[config.mk]
export PLATFORM = sky130hd
export DESIGN_NAME = ioctl_rom_sequencer
export DESIGN_NICKNAME = d
export VERILOG_FILES = /design/src/rtl/ioctl_rom_sequencer.sv
export SDC_FILE = /design/constraint.sdc
export NUM_CORES = 1
export LEC_CHECK = 0
export ABC_AREA = 1
export BUFFER_PORTS_ARGS = -buffer_cell sky130_fd_sc_hd__buf_4
export CAP_MARGIN = 20
export CORE_ASPECT_RATIO = 0.5
export CORE_MARGIN = 2
export CORE_UTILIZATION = 50
export DETAILED_ROUTE_END_ITERATION = 16
export PLACE_DENSITY = 0.75
export SLEW_MARGIN = 20
export SYNTH_ARGS = -nofsm -noshare
export SYNTH_HDL_FRONTEND = slang
export SYNTH_SLANG_ARGS = --single-unit
[constraint.sdc]
create_clock -name clk_49m -period 2.3 [get_ports clk_49m]
set_clock_uncertainty 0.2 [all_clocks]
set_input_delay 0.23 -clock clk_49m [delete_from_list [all_inputs] [get_ports clk_49m]]
set_output_delay 0.23 -clock clk_49m [all_outputs]
set_load 0.01 [all_outputs]
[src/rtl/ioctl_rom_sequencer.sv]
// Paces the HPS ioctl ROM download into the core's ROM write ports and holds the core in reset until it settles.
// Optional build macro DL_CHECKSUM_EN adds a running checksum that must match EXPECTED_SUM for rom_ok.
module ioctl_rom_sequencer #(
    parameter int         CPU_ROM_BYTES = 61440,
    parameter int         SND_ROM_BYTES = 8192,
    parameter int         WR_SPACING    = 4,
    parameter int         RESET_HOLD    = 16,
    parameter logic [7:0] EXPECTED_SUM  = 8'h00
) (
    input  logic        clk_49m,
    input  logic        reset,
    input  logic        ioctl_download,
    input  logic [7:0]  ioctl_index,
    input  logic [24:0] ioctl_addr,
    input  logic [7:0]  ioctl_data,
    input  logic        ioctl_wr,
    output logic        ioctl_wait,
    output logic [24:0] dl_addr,
    output logic [7:0]  dl_data,
    output logic        dl_wr_cpu,
    output logic        dl_wr_snd,
    output logic        core_reset,
    output logic        rom_ok,
    output logic        rom_err,
    output logic [7:0]  checksum
);

    typedef enum logic [2:0] {
        ST_IDLE,
        ST_LOAD,
        ST_DRAIN,
        ST_HOLD,
        ST_RUN
    } state_t;

    localparam logic [24:0] CPU_LIMIT      = 25'(CPU_ROM_BYTES);
    localparam logic [24:0] SND_LIMIT      = 25'(SND_ROM_BYTES);
    localparam logic [16:0] CPU_TARGET     = 17'(CPU_ROM_BYTES);
    localparam logic [16:0] SND_TARGET     = 17'(SND_ROM_BYTES);
    localparam logic [3:0]  SPACING_RELOAD = 4'(WR_SPACING - 1);
    localparam logic [15:0] HOLD_RELOAD    = 16'(RESET_HOLD);

    state_t        state_q, state_d;
    logic [33:0]   mem_q [2];
    logic [33:0]   mem_d [2];
    logic          wr_ptr_q, wr_ptr_d;
    logic          rd_ptr_q, rd_ptr_d;
    logic [1:0]    count_q, count_d;
    logic          wait_q, wait_d;
    logic [3:0]    timer_q, timer_d;
    logic [15:0]   hold_q, hold_d;
    logic [24:0]   dl_addr_q, dl_addr_d;
    logic [7:0]    dl_data_q, dl_data_d;
    logic          wr_cpu_q, wr_cpu_d;
    logic          wr_snd_q, wr_snd_d;
    logic          core_reset_q, core_reset_d;
    logic          rom_ok_q, rom_ok_d;
    logic          rom_err_q, rom_err_d;
    logic [16:0]   cpu_count_q, cpu_count_d;
    logic [16:0]   snd_count_q, snd_count_d;

    logic          enter_load;
    logic          finish;
    logic          wr_valid;
    logic          is_cpu;
    logic          is_snd;
    logic          in_range;
    logic          range_err;
    logic          drop_err;
    logic          push;
    logic          pop;
    logic [33:0]   head;
    logic          sum_ok;

    always_comb begin
        state_d = state_q;
        hold_d  = hold_q;
        unique case (state_q)
            ST_IDLE: begin
                if (ioctl_download) state_d = ST_LOAD;
            end
            ST_LOAD: begin
                if (!ioctl_download) state_d = ST_DRAIN;
            end
            ST_DRAIN: begin
                if (ioctl_download) begin
                    state_d = ST_LOAD;
                end else if (count_q == 2'd0) begin
                    state_d = ST_HOLD;
                    hold_d  = HOLD_RELOAD;
                end
            end
            ST_HOLD: begin
                if (ioctl_download) begin
                    state_d = ST_LOAD;
                end else if (hold_q == 16'd0) begin
                    state_d = ST_RUN;
                end else begin
                    hold_d = hold_q - 16'd1;
                end
            end
            ST_RUN: begin
                if (ioctl_download) state_d = ST_LOAD;
            end
            default: state_d = ST_IDLE;
        endcase
    end

    assign enter_load   = (state_d == ST_LOAD) && (state_q != ST_LOAD);
    assign finish       = (state_q == ST_DRAIN) && (state_d == ST_HOLD);
    assign core_reset_d = (state_d != ST_RUN);

    // Only indices 0 and 1 are routable; range and overflow faults are recorded, foreign indices are not.
    always_comb begin
        wr_valid  = (state_q == ST_LOAD) && ioctl_wr;
        is_cpu    = (ioctl_index == 8'd0);
        is_snd    = (ioctl_index == 8'd1);
        in_range  = is_snd ? (ioctl_addr < SND_LIMIT) : (ioctl_addr < CPU_LIMIT);
        range_err = wr_valid && (is_cpu || is_snd) && !in_range;
        drop_err  = wr_valid && (is_cpu || is_snd) && in_range && (count_q == 2'd2);
        push      = wr_valid && (is_cpu || is_snd) && in_range && (count_q != 2'd2);
        pop       = (count_q != 2'd0) && (timer_q == 4'd0);
        head      = mem_q[rd_ptr_q];
    end

    always_comb begin
        mem_d    = mem_q;
        wr_ptr_d = wr_ptr_q ^ push;
        rd_ptr_d = rd_ptr_q ^ pop;
        count_d  = count_q;
        if (push) mem_d[wr_ptr_q] = {is_snd, ioctl_addr, ioctl_data};
        unique case ({push, pop})
            2'b10:   count_d = count_q + 2'd1;
            2'b01:   count_d = count_q - 2'd1;
            default: count_d = count_q;
        endcase
        // Wait goes high on the first queued entry; the second slot covers the HPS reaction delay.
        wait_d = (count_d != 2'd0);
    end

    always_comb begin
        dl_addr_d   = dl_addr_q;
        dl_data_d   = dl_data_q;
        wr_cpu_d    = 1'b0;
        wr_snd_d    = 1'b0;
        timer_d     = timer_q;
        cpu_count_d = cpu_count_q;
        snd_count_d = snd_count_q;
        if (pop) begin
            dl_addr_d = head[32:8];
            dl_data_d = head[7:0];
            wr_snd_d  = head[33];
            wr_cpu_d  = !head[33];
            timer_d   = SPACING_RELOAD;
        end else if (timer_q != 4'd0) begin
            timer_d = timer_q - 4'd1;
        end
        if (enter_load) begin
            cpu_count_d = '0;
            snd_count_d = '0;
        end else if (pop) begin
            if (!head[33] && (cpu_count_q != '1)) cpu_count_d = cpu_count_q + 17'd1;
            if (head[33] && (snd_count_q != '1))  snd_count_d = snd_count_q + 17'd1;
        end
    end

    always_comb begin
        rom_ok_d  = rom_ok_q;
        rom_err_d = rom_err_q;
        if (enter_load) begin
            rom_ok_d  = 1'b0;
            rom_err_d = 1'b0;
        end else begin
            if (range_err || drop_err) rom_err_d = 1'b1;
            if (finish) begin
                rom_ok_d = !rom_err_q && (cpu_count_q == CPU_TARGET)
                           && (snd_count_q == SND_TARGET) && sum_ok;
                if (!sum_ok) rom_err_d = 1'b1;
            end
        end
    end

`ifdef DL_CHECKSUM_EN
    logic [7:0] sum_q, sum_d;

    always_comb begin
        sum_d = sum_q;
        if (enter_load) begin
            sum_d = 8'h00;
        end else if (pop) begin
            sum_d = sum_q + head[7:0];
        end
    end

    always_ff @(posedge clk_49m or negedge reset) begin
        if (!reset) begin
            sum_q <= 8'h00;
        end else begin
            sum_q <= sum_d;
        end
    end

    assign sum_ok   = (sum_q == EXPECTED_SUM);
    assign checksum = sum_q;
`else
    logic unused_expected_sum;

    assign unused_expected_sum = ^EXPECTED_SUM;
    assign sum_ok              = 1'b1;
    assign checksum            = 8'h00;
`endif

    always_ff @(posedge clk_49m or negedge reset) begin
        if (!reset) begin
            state_q      <= ST_IDLE;
            mem_q[0]     <= '0;
            mem_q[1]     <= '0;
            wr_ptr_q     <= 1'b0;
            rd_ptr_q     <= 1'b0;
            count_q      <= 2'd0;
            wait_q       <= 1'b0;
            timer_q      <= 4'd0;
            hold_q       <= 16'd0;
            dl_addr_q    <= '0;
            dl_data_q    <= '0;
            wr_cpu_q     <= 1'b0;
            wr_snd_q     <= 1'b0;
            core_reset_q <= 1'b1;
            rom_ok_q     <= 1'b0;
            rom_err_q    <= 1'b0;
            cpu_count_q  <= '0;
            snd_count_q  <= '0;
        end else begin
            state_q      <= state_d;
            mem_q        <= mem_d;
            wr_ptr_q     <= wr_ptr_d;
            rd_ptr_q     <= rd_ptr_d;
            count_q      <= count_d;
            wait_q       <= wait_d;
            timer_q      <= timer_d;
            hold_q       <= hold_d;
            dl_addr_q    <= dl_addr_d;
            dl_data_q    <= dl_data_d;
            wr_cpu_q     <= wr_cpu_d;
            wr_snd_q     <= wr_snd_d;
            core_reset_q <= core_reset_d;
            rom_ok_q     <= rom_ok_d;
            rom_err_q    <= rom_err_d;
            cpu_count_q  <= cpu_count_d;
            snd_count_q  <= snd_count_d;
        end
    end

    assign ioctl_wait = wait_q;
    assign dl_addr    = dl_addr_q;
    assign dl_data    = dl_data_q;
    assign dl_wr_cpu  = wr_cpu_q;
    assign dl_wr_snd  = wr_snd_q;
    assign core_reset = core_reset_q;
    assign rom_ok     = rom_ok_q;
    assign rom_err    = rom_err_q;

endmodule

==> flow_metrics.env <==
export IMPL_worst_endpoint_arrival_ns=2.42
export IMPL_r2r_setup_slack_ns=-0.004
export IMPL_grtUsageTotal_pct=22.55
export IMPL_postSynthAreaPerCell_um2=8.485
export IMPL_clock_tree_root_cell="clkbuf_16"
export IMPL_gp_congestion=0.8870
export IMPL_netlist_cell_type_count=40
export IMPL_outcome="finished, violations left"
export IMPL_cp_max_fo=3
export IMPL_antenna_diode_count=0
export IMPL_floorplan_die_height_um=93.93
export IMPL_detailed_place_hpwl_um=11970
export IMPL_cell_depth_of_the_worst_hold_path=5
export IMPL_cts_max_level=4
export IMPL_worst_pin_slew_ns=0.6255
export IMPL_synthesized_flop_and_latch_total=168
export IMPL_hold_path_endpoint="mem_q[67]$_DFFE_PN0P_"
export IMPL_r2r_start="cpu_count_q[0]$_DFFE_PN0P_"
export IMPL_syn_inst=953
export IMPL_chipWidth_um=183.9
export IMPL_worst_slew_margin_pct=57.98
export IMPL_grt_start_max_net_pins=54
export IMPL_setup_repair_after_global_routing_missed_its_margin="true"
export IMPL_hold_worst_slack_ns=0.03616
export IMPL_startpoint_of_the_lowest_slack_hold_path="ioctl_index[1]"
export IMPL_final_hold_violation_count=0
export IMPL_final_setup_worst_slack_ns=-0.004307
export IMPL_number_of_placed_instances_with_taps_included=1245
export IMPL_r2r_worst_path_cells=12
export IMPL_num_rows=32
export IMPL_total_power_mw=8.597
export IMPL_max_freq_mhz=434.0
export IMPL_grt_pass1_vias=6707
export IMPL_total_clock_sinks=168
export IMPL_routedLengthMet1_um=8648
export IMPL_number_of_buffers_created_by_cts=17
export IMPL_fillers=1145
export IMPL_power_leakage_nw=5.264
export IMPL_instances_no_fill=1335
export IMPL_clk_pin_slew_worst_paths_ns=0.07
export IMPL_route_met3_wl_um=832
export IMPL_critPathTopFamily="simple AND/OR/NAND/NOR gates"
export IMPL_grt_first_pass_wirelength_um=31110
export IMPL_route_final_wire_length_um=19370
export IMPL_tritoncts="yes"
export IMPL_layout_core_utilization_pct=67.80
export IMPL_placement_cell_area_um2=9155
export IMPL_routed_via_count=6903
export IMPL_grt_overflow=0
export IMPL_tns_ns=-0.004307
export IMPL_worst_hold_class="primary input to flip-flop"
export IMPL_worstSetupPathType="flip-flop to flip-flop"
export IMPL_r2r_end="cpu_count_q[4]$_DFFE_PN0P_"
export IMPL_max_rail_drop_vdd_mv=0.4454
export IMPL_required_ns=2.41
export IMPL_finish_instance_area_um2=10590
export IMPL_ff_latch_area_um2=4207
export IMPL_drcViolationCount=0
export IMPL_drv_slew=0
export IMPL_crit_slowest_cell="dfrtp_1"
export IMPL_drive_above_1_share_pct=22.81
export IMPL_critical_path_buf_inv_count=3
export IMPL_final_net_count=1174
export IMPL_setup_worst_path_start_class="flip-flop"
export IMPL_routed_wl_met2_um=9444
export IMPL_core_area_um2=15620
export IMPL_total_of_warnings_raised_by_yosys=0
export IMPL_detail_route_vias_per_cell=5.171
export IMPL_finalCritPeriodShare_pct=100.2
export IMPL_port_buffers=83
export IMPL_clock_latency_ns=0.42
export IMPL_ys_seq_area_share_pct=52.00
export IMPL_max_cap_violations=0
export IMPL_cts_path_max_buffers=2
export IMPL_initial_utilization_pct=51.79
export IMPL_detail_route_iter0_violations=448
export IMPL_postRouteAntennaNets=0
export IMPL_area_growth_pct=30.91
export IMPL_firstDrtPassIters=4
export IMPL_delay_contributed_by_the_slowest_stage_of_the_critical_path_ns=0.44
export IMPL_violated_checks="setup timing"
export IMPL_die_area_um2=17270
export IMPL_worstPathCellList="ha_4, nand2_1, nor2_2, nand3_2, nor2_1, ha_2, inv_2, nand4_1, buf_4, nand2_1, nand3_1, inv_1"
export IMPL_multi_input_combinational_cell_area_um2=3462
export IMPL_cpMostUsedCell="nand2_1"
export IMPL_highest_signal_layer="met4"
export IMPL_io_pins=92
export IMPL_finalSetupViolations=1
export IMPL_syn_cell_area_um2=8087
export IMPL_initial_antenna_violation_count=0
export IMPL_dp_worst_setup_slack_ns=-0.08379
export IMPL_power_density_nw_per_um2=812.1
export IMPL_drt_wirelength_per_cell_um=14.51
export IMPL_period_needed_ns=2.304
export IMPL_setup_crit_end_kind="flip-flop"
[synthesized netlist by cell type (all sizes together)]
library cell  number  share of area (%)
nand2            231                 11
dfrtp            167                 52
inv              136                6.3
o21ai            123                7.6
nor2              83                4.2
nand3             37                2.6
mux2              34                4.7
clkbuf            24                1.1
nand4             23                1.9
buf               14                1.1
nor3              14                1.0
ha                11                1.7
o31ai             10               0.93
xor2              10                1.1
a21oi              9               0.56
xnor2              8               0.87
o211ai             4               0.37
or2                4               0.31
nand3b             2               0.19
nor4               2               0.15
a211oi             1              0.093
a31o               1               0.11
and2               1              0.077
and3               1              0.077
clkinv             1              0.046
conb               1              0.046
dfstp              1               0.32
[placed cells by master, fill, tap and decap left out, types with 10 or more instances in the layout]
master | Yosys | layout
nand2_1 | 229 | 228
nor2_1 | 75 | 68
mux2_4 | 0 | 26
inv_1 | 134 | 127
dlygate4sd3_1 | 0 | 35
nor2_2 | 7 | 10
clkbuf_16 | 0 | 18
o31ai_1 | 10 | 10
xor2_1 | 10 | 10
o21ai_0 | 118 | 115
nand4_1 | 21 | 21
dfrtp_1 | 167 | 166
nand3_1 | 34 | 32
nor3_1 | 13 | 12
buf_4 | 8 | 129
[final cells by class]
class / count / area share (%)
flip-flops and latches: 168 / 39.74
multi-input cells: 617 / 32.70
repair buffers: 177 / 14.57
inverters: 137 / 4.881
clock buffers: 17 / 4.018
well taps: 204 / 2.411
clock inverters: 15 / 1.678
[layer usage]
| layer | vias up | GRT usage, % |
|---|---|---|
| li1 | 3360 | - |
| met1 | 3300 | 28.60 |
| met2 | 201 | 39.28 |
| met3 | 42 | 3.837 |
| met4 | 0 | 8.333 |
| met5 | - | 0 |
[how the worst max path moves through the flow]
stage | startpoint | endpoint | slack, ns | cells past startpoint
final | cpu_count_q[0]$_DFFE_PN0P_ | cpu_count_q[4]$_DFFE_PN0P_ | -0.004 | 12
after global routing | cpu_count_q[0]$_DFFE_PN0P_ | cpu_count_q[4]$_DFFE_PN0P_ | -0.10 | 12
after CTS | count_q[1]$_DFF_PN0_ | ioctl_wait$_DFF_PN0_ | -0.05 | 12
after detailed placement | ioctl_index[2] | ioctl_wait$_DFF_PN0_ | -0.08 | 15
after global placement | ioctl_addr[18] | ioctl_wait$_DFF_PN0_ | -0.02 | 11
after floorplan | count_q[1]$_DFF_PN0_ | ioctl_wait$_DFF_PN0_ | 0.007 | 12
[registers in the layout, summed over array words and instances (netlist names), 2 cells and up]
name,cells
dl_addr,25
cpu_count_q,17
count_q,2
dl_data,8
hold_q,16
state_q,3
timer_q,4
snd_count_q,17
mem_q,68
[worst register-to-register path: cells and delay by family, from the launching register on]
family | cells | cell delay, ns
buffers and inverters | 3 | 0.28
adder cells (fa/ha/maj) | 2 | 0.43
AND/OR/NAND/NOR | 7 | 0.83
flip-flops | 1 | 0.44
[cells by family (layout without fill, tap and decap cells)]
logic type / Yosys count / after routing / share of synthesized area, %
simple gates: 398 / 398 / 21.32
buf+inv: 175 / 346 / 8.572
flops: 168 / 168 / 52.00
compound gates: 148 / 148 / 9.670
mux: 34 / 34 / 4.735
xor+xnor: 18 / 18 / 1.950
fa+ha+maj: 11 / 11 / 1.702
other cells: 1 / 8 / 0.04637
[where the power goes]
| part | switching, mW | internal, mW | total, mW |
|---|---|---|---|
| Combinational | 1.30 | 0.878 | 2.18 |
| Sequential | 0.232 | 3.25 | 3.48 |
| Clock | 1.37 | 1.56 | 2.94 |
[what timing repair did]
item,in CTS,in global routing
pin swaps,5,16
endpoints found under the setup margin,33,104
gates cloned,1,1
endpoints found under the hold margin,145,0
hold buffers,35,0
setup buffers,6,16
gates resized for setup,12,61
(Power assumes the default switching activity.)
